**src/rtl/trigger_pulse_seq.sv**
```systemverilog
// trigger_pulse_seq: sequences the trigger output pulse train on trigger_clk.
// On an enabled match event it snapshots the pulse count, the per-pulse delays
// and the per-pulse widths, then plays up to pNUM_TRIGGER_PULSES pulses.
//
// Ports:
//   trigger_clk      trigger clock
//   reset_i          asynchronous active-high reset
//   I_enable         sequencer enable (synchronous to trigger_clk)
//   I_match          single-cycle match event
//   I_num_triggers   pulses per sequence (clamped to pNUM_TRIGGER_PULSES)
//   I_trigger_delay  packed delays, pulse k at [k*pDELAY_WIDTH +: pDELAY_WIDTH]
//   I_trigger_width  packed widths, pulse k at [k*pWIDTH_WIDTH +: pWIDTH_WIDTH]
//   O_trigger        registered trigger output
//   O_busy           sequence in progress (DELAY or PULSE)
//   O_pulse_index    index of current/next pulse
//   O_done           one-cycle pulse on normal completion
//   O_missed_count   ignored-match counter (only with TRIGGER_SEQ_MISSED_CNT_EN)
//
// Optional feature macro: TRIGGER_SEQ_MISSED_CNT_EN
module trigger_pulse_seq #(
  parameter int unsigned pNUM_TRIGGER_PULSES = 8,
  parameter int unsigned pNUM_TRIGGER_WIDTH  = 4,
  parameter int unsigned pDELAY_WIDTH        = 24,
  parameter int unsigned pWIDTH_WIDTH        = 24
) (
  input  logic                                          trigger_clk,
  input  logic                                          reset_i,
  input  logic                                          I_enable,
  input  logic                                          I_match,
  input  logic [pNUM_TRIGGER_WIDTH-1:0]                 I_num_triggers,
  input  logic [pNUM_TRIGGER_PULSES*pDELAY_WIDTH-1:0]   I_trigger_delay,
  input  logic [pNUM_TRIGGER_PULSES*pWIDTH_WIDTH-1:0]   I_trigger_width,
  output logic                                          O_trigger,
  output logic                                          O_busy,
  output logic [pNUM_TRIGGER_WIDTH-1:0]                 O_pulse_index,
  output logic                                          O_done
`ifdef TRIGGER_SEQ_MISSED_CNT_EN
  ,
  output logic [7:0]                                    O_missed_count
`endif
);

  localparam int unsigned NP = pNUM_TRIGGER_PULSES;
  localparam int unsigned NW = pNUM_TRIGGER_WIDTH;
  localparam int unsigned DW = pDELAY_WIDTH;
  localparam int unsigned WW = pWIDTH_WIDTH;

  typedef enum logic [1:0] {
    ST_IDLE  = 2'd0,
    ST_DELAY = 2'd1,
    ST_PULSE = 2'd2,
    ST_DONE  = 2'd3
  } state_t;

  state_t           state_q, state_d;
  logic [NW-1:0]    idx_q, idx_d;
  logic [NW-1:0]    count_q, count_d;
  logic [DW-1:0]    dcnt_q, dcnt_d;
  logic [WW-1:0]    wcnt_q, wcnt_d;
  logic [NP*DW-1:0] dsnap_q, dsnap_d;
  logic [NP*WW-1:0] wsnap_q, wsnap_d;
  logic             trig_d;
  logic             busy_d;

  logic [NW-1:0]    num_eff_c;
  logic [WW-1:0]    wid_cur_c;
  logic [DW-1:0]    dly_nxt_c;

  // Requested pulse count clamped to the number of programmable slots
  assign num_eff_c = (32'(I_num_triggers) > NP) ? NW'(NP) : I_num_triggers;

  // Width of the current pulse and delay of the following pulse from the snapshot
  always_comb begin
    wid_cur_c = '0;
    dly_nxt_c = '0;
    for (int unsigned k = 0; k < NP; k++) begin
      if (32'(idx_q) == k)
        wid_cur_c = wsnap_q[k*WW +: WW];
      if (32'(idx_q) + 32'd1 == k)
        dly_nxt_c = dsnap_q[k*DW +: DW];
    end
  end

  // Next-state and next-output logic
  always_comb begin
    state_d = state_q;
    idx_d   = idx_q;
    count_d = count_q;
    dcnt_d  = dcnt_q;
    wcnt_d  = wcnt_q;
    dsnap_d = dsnap_q;
    wsnap_d = wsnap_q;
    trig_d  = 1'b0;

    unique case (state_q)
      ST_IDLE: begin
        if (I_match && I_enable) begin
          if (num_eff_c != '0) begin
            count_d = num_eff_c;
            dsnap_d = I_trigger_delay;
            wsnap_d = I_trigger_width;
            dcnt_d  = I_trigger_delay[DW-1:0];
            idx_d   = '0;
            state_d = ST_DELAY;
          end else begin
            state_d = ST_DONE;
          end
        end
      end

      ST_DELAY: begin
        if (!I_enable) begin
          idx_d   = '0;
          state_d = ST_IDLE;
        end else if (dcnt_q == '0) begin
          trig_d  = 1'b1;
          // A zero width still produces a one-cycle pulse
          wcnt_d  = (wid_cur_c == '0) ? WW'(1) : wid_cur_c;
          state_d = ST_PULSE;
        end else begin
          dcnt_d = dcnt_q - DW'(1);
        end
      end

      ST_PULSE: begin
        if (!I_enable) begin
          idx_d   = '0;
          state_d = ST_IDLE;
        end else if (wcnt_q == WW'(1)) begin
          if (32'(idx_q) + 32'd1 < 32'(count_q)) begin
            idx_d   = idx_q + NW'(1);
            // The falling edge itself supplies one low cycle of the gap
            dcnt_d  = (dly_nxt_c == '0) ? '0 : dly_nxt_c - DW'(1);
            state_d = ST_DELAY;
          end else begin
            state_d = ST_DONE;
          end
        end else begin
          trig_d = 1'b1;
          wcnt_d = wcnt_q - WW'(1);
        end
      end

      ST_DONE: begin
        idx_d   = '0;
        state_d = ST_IDLE;
      end

      default: begin
        idx_d   = '0;
        state_d = ST_IDLE;
      end
    endcase

    busy_d = (state_d == ST_DELAY) || (state_d == ST_PULSE);
  end

  // State, counters, snapshots and registered outputs
  always_ff @(posedge trigger_clk or posedge reset_i) begin
    if (reset_i) begin
      state_q       <= ST_IDLE;
      idx_q         <= '0;
      count_q       <= '0;
      dcnt_q        <= '0;
      wcnt_q        <= '0;
      dsnap_q       <= '0;
      wsnap_q       <= '0;
      O_trigger     <= 1'b0;
      O_busy        <= 1'b0;
      O_pulse_index <= '0;
      O_done        <= 1'b0;
    end else begin
      state_q       <= state_d;
      idx_q         <= idx_d;
      count_q       <= count_d;
      dcnt_q        <= dcnt_d;
      wcnt_q        <= wcnt_d;
      dsnap_q       <= dsnap_d;
      wsnap_q       <= wsnap_d;
      O_trigger     <= trig_d;
      O_busy        <= busy_d;
      O_pulse_index <= idx_d;
      O_done        <= (state_q == ST_DONE);
    end
  end

`ifdef TRIGGER_SEQ_MISSED_CNT_EN
  logic       en_q;
  logic [7:0] missed_q;

  // Saturating count of enabled matches that arrive outside IDLE
  always_ff @(posedge trigger_clk or posedge reset_i) begin
    if (reset_i) begin
      en_q     <= 1'b0;
      missed_q <= '0;
    end else begin
      en_q <= I_enable;
      if (I_enable && !en_q)
        missed_q <= '0;
      else if (I_enable && I_match && (state_q != ST_IDLE) && (missed_q != 8'hFF))
        missed_q <= missed_q + 8'd1;
    end
  end

  assign O_missed_count = missed_q;
`endif

endmodule

```
**config.mk**
```make
export PLATFORM = sky130hd
export DESIGN_NAME = trigger_pulse_seq
export DESIGN_NICKNAME = d
export VERILOG_FILES = /design/src/rtl/trigger_pulse_seq.sv
export SDC_FILE = /design/constraint.sdc
export NUM_CORES = 1
export LEC_CHECK = 0
export BUFFER_PORTS_ARGS = -buffer_cell sky130_fd_sc_hd__buf_2
export CORE_UTILIZATION = 30
export CTS_BUF_LIST = sky130_fd_sc_hd__clkbuf_4
export CTS_CLUSTER_SIZE = 24
export DETAILED_ROUTE_END_ITERATION = 16
export PLACE_DENSITY_LB_ADDON = 0.1
export SLEW_MARGIN = 20
export SYNTH_ARGS = -nofsm -noshare
export SYNTH_HDL_FRONTEND = slang
export SYNTH_SLANG_ARGS = --single-unit
```
**constraint.sdc**
```tcl
create_clock -name trigger_clk -period 33 [get_ports trigger_clk]
set_input_delay 4.95 -clock trigger_clk [delete_from_list [all_inputs] [get_ports trigger_clk]]
set_output_delay 4.95 -clock trigger_clk [all_outputs]
set_load 0.05 [all_outputs]
```
## Yosys cells after proc, flatten, opt, wreduce, memory -nomap -nowiden

Cells that the tools add are included.

- Input port bits: 392
- Flip-flop bits (word level): 445
- Output and inout bits: 7
- Word-level logic and storage cells: 116

- $lt $le $gt $ge: 2
- Add/subtract/negate cells: 5
- Muxes and demuxes: 52
- Equality and inequality tests: 32
- Reductions and logical operators: 15

Operators with widths:

| cell | count |
|---|---|
| $mux W24 | 29 |
| $eq A32 B3 Y1 const B | 4 |
| $logic_not A24 Y1 | 3 |
| $pmux W24 S3 | 1 |
| $sub A24 B1 Y24 const B | 3 |
| $eq A32 B2 Y1 const B | 2 |
| $pmux W24 S2 | 1 |
| $eq A32 B1 Y1 const B | 1 |
| $logic_not A32 Y1 | 1 |
| $mux W4 | 7 |
| $eq A24 B1 Y1 const B | 1 |
| $ne A2 B2 Y1 const B | 10 |
| $eq A4 B3 Y1 const B | 4 |
| $pmux W4 S4 | 1 |
| $mux W2 | 7 |
| $reduce_and A5 Y1 | 2 |
| $eq A4 B2 Y1 const B | 2 |
| $pmux W2 S4 | 1 |
| $reduce_and A8 Y1 | 1 |
| $eq A2 B2 Y1 const B | 3 |
| $ne A3 B3 Y1 const B | 2 |
| $add A4 B1 Y5 const B | 1 |
| $lt A5 B4 Y1 | 1 |
| $add A4 B1 Y4 const B | 1 |
| other kinds (13) | 17 |

## Depth between registers and ports, before layout

- Word-level depth: 16
- Depth in mapped cells: 18
- Depth with buffers taken out: 15

## Worst setup path after synthesis

No wires, ideal clock.

- Path kind: in2reg
- Start: in I_num_triggers[1]
- End: reg wsnap_q[58]
- Setup slack: 26377 ps
- Setup time: 125 ps
- Buffers on the path: 2
- Data required time: 32875 ps
- Arrival time: 6498 ps
- Stages: 6
- Cells stage by stage: or4_1 nand3_1 nor2_1 clkbuf_1 clkbuf_1 mux2_2

- Cells in the longest elaborated chain, start to end: 4

RTL lines:

| item | RTL line | source |
|---|---|---|
| start: declaration | 30 | `input logic [pNUM_TRIGGER_WIDTH-1:0] I_num_triggers,` |
| $gt A4 B4 Y1 | 70 | `assign num_eff_c = (32'(I_num_triggers) > NP) ? NW'(NP) : I_num_triggers;` |
| $mux W4 (*) | 70 |  |
| $reduce_bool A4 Y1 (*) | 98 | `if (num_eff_c != '0) begin` |
| $reduce_and A3 Y1 (no source line) (*) | - |  |
| end signal: assignment | 179 | `wsnap_q <= wsnap_d;` |
| end: declaration | 61 | `logic [NP*WW-1:0] wsnap_q, wsnap_d;` |

Mark *: on every way between the ends. The rest lies on a longest branch, timed or not.
A chain may end at the register's enable or synchronous reset.

==> impl_metrics.toml <==
[status]
status = "completed"

[yosys]
syn_inst = 2021
yosysSeqAreaShare = 0.496
avgSynthCellArea_um2 = 11.1
synth_area_leaders = "dfrtp_1, mux2_2, o21ai_0"
yosysWarnings = 0
synth_top_cell_area_share = 0.496
yosysTopAreaCell = "dfrtp_1"
synth_cell_types = 80
synth_edf_count = 0
synth-main-ff-cell = "dfrtp_1"
synth_nets = 2434
post-synth-top-count-cell = "dfrtp_1"
syn_area_um2 = 22500
synth.cells.most_frequent = "dfrtp_1, mux2_2, o21ai_0, nand2_1, a21oi_1"
async_flop_share = 1.00
synth_seq_cells = 445

[floorplan]
num_rows = 99
dieArea_um2 = 76000
die_w_um = 276
die_h_um = 276
coreArea_um2 = 73600
io_pins = 399
initial_utilization = 0.305

[critical_path]
crit_buf_inv = 1
cp_cell_sequence = "buf_2"
worst-r2r-cell-count = 11
max_stage_delay_ns = 0.88
cp-start-kind = "flop"
cp_slowest_cell = "dfrtp_1"
path_delay_family = "flip-flops"
crit_required_ns = 28.05
crit_type = "flop to output pin"
cp_max_fo = 16
crit_arrival_ns = 2.20
end_kind = "output pin"
cp.depth = 1

[clock_tree]
cts-resized-gates = 0
insertion_delay_ns = 0.95
postCtsHoldBufs = 0
cts_buffers = 138
cts_htree_levels = 4
cts_tree = "yes"
ctsLongestPathBuffers = 3
path_clk_slew_ns = 0.06
postCtsSetupRepairBufs = 0
cts_num_sinks = 445
cts_root_buf = "clkbuf_4"

[timing]
layout_min_cycle_time_ns = 7.15
slew-limit-headroom = 0.274
min_period_over_period = 0.217
timing.final.ws_setup_ns = 25.85
fmaxAchievable_mhz = 140
max_slew.worst_pin.slew_ns = 1.08
finalSetupViolCount = 0
finClkSkew_ns = 0.0712
fin_setup_tns_ns = 0
grt_setup_unrepaired = "no"
drv_slew = 0
finalHoldViolCount = 0

[drt]
drc = 0
ant_nets = 0
viasPerCell = 5.28
wl_um = 85300
dr.pass1.iters = 5
via_count = 18489
wl_per_cell_um = 24.4
drtIter0Drc = 1251

[global_route]
grt_first_pass_wirelength_um = 124000
grt_antenna_before_repair = 24
grt_overflow = 0
grt_max_degree = 187
grt_usage = 0.224
first_global_vias = 19044

[finish]
area_growth_pct = 20.7
final_nets = 2866
final_cell_area_um2 = 27100
layout-drive-gt1-share = 0.415
instances_no_fill = 3504

[power_and_ir_drop]
cellLeakagePower_nw = 11.7
total_power_mw = 2.60
power.density_nw_per_um2 = 95.9
peakVddDrop_v = 0.0000377

[place]
placed_area_um2 = 25400
gp_congestion = 0.810
hpwl_um = 61400
preCtsSetupSlack_ns = 24.97
dp_cells = 3271
io_buffers = 398

[hold_path]
hold_path_depth = 1
min_path_type = "flop to flop"

[job]
drv_cap = 0
==> final cells by class <==
cell class              instances  area [µm²]
diodes                          7        17.5
clock buffers                 189        1420
clock inverters                36         235
fillers                      7511       46500
inverters                      34         135
multi-input cells            1403       10700
flip-flops and latches        445       11100
well taps                     959        1200
repair buffers                431        2290
==> cell families (layout without fill, tap and decap cells) <==
| group | Yosys count | in the layout | synth area share |
|---|---|---|---|
| AO/OA/AOI/OAI | 483 | 483 | 0.144 |
| AND/OR/NAND/NOR | 482 | 482 | 0.111 |
| flip-flops | 445 | 445 | 0.496 |
| multiplexers | 386 | 386 | 0.193 |
| buffers and inverters | 173 | 690 | 0.0316 |
| XOR/XNOR | 31 | 31 | 0.0121 |
| adder cells (fa/ha/maj) | 21 | 21 | 0.0117 |
| other | 0 | 7 | 0 |
==> layout by cell type, fill, tap and decap left out, drive strengths merged, types with 40 or more instances in the layout <==
| cell type | instances |
|---|---|
| dfrtp | 445 |
| buf | 431 |
| mux2 | 381 |
| clkbuf | 189 |
| o21ai | 135 |
| nand2 | 110 |
| a21oi | 101 |
| nor2 | 89 |
| nor3 | 85 |
| a221oi | 56 |
| nand3 | 46 |
| inv | 40 |
==> layer usage <==
layer | global-route usage | up-vias | routed length [µm]
li1 | - | 8461 | -
met1 | 0.274 | 9194 | 35300
met2 | 0.367 | 662 | 41300
met3 | 0.0726 | 138 | 6530
met4 | 0.0803 | 34 | 2050
met5 | 0 | - | 221
==> registers in the layout (all words and copies together), names as in the netlist <==
| register | cells |
|---|---|
| dcnt_q | 24 |
| idx_q | 4 |
| dsnap_q | 192 |
| O_done | 1 |
| wsnap_q | 192 |
| count_q | 4 |
| O_trigger | 1 |
| wcnt_q | 24 |
| O_busy | 1 |
| state_q | 2 |
==> path summary, 6_finish.rpt <==
path / startpoint / to / slack [ns]
max: idx_q[2] / O_pulse_index[2] / 25.85
min: dsnap_q[5] / dsnap_q[5] / 0.50
max reg2reg: idx_q[2] / dcnt_q[6] / 27.54
min reg2reg: dsnap_q[5] / dsnap_q[5] / 0.50
max in group asynchronous: reset_i / dcnt_q[20] / 27.30
min in group asynchronous: reset_i / wsnap_q[28] / 4.16
==> where the power goes <==
group	switching, mW	internal, mW	leakage (nW)
Combinational	0.609	0.461	5.36
Sequential	0.168	0.818	5.31
Clock	0.260	0.286	0.988
==> per-stage QoR <==
step / hold slack [ns] / util
finish: 0.498 / 0.369
global route: 0.515 / 0.368
CTS: 0.500 / 0.367
detailed placement: 0.490 / 0.345
global placement: 0.479 / 0.345
floorplan: 0.455 / -
Note: power is estimated with default switching activity, not from simulation.
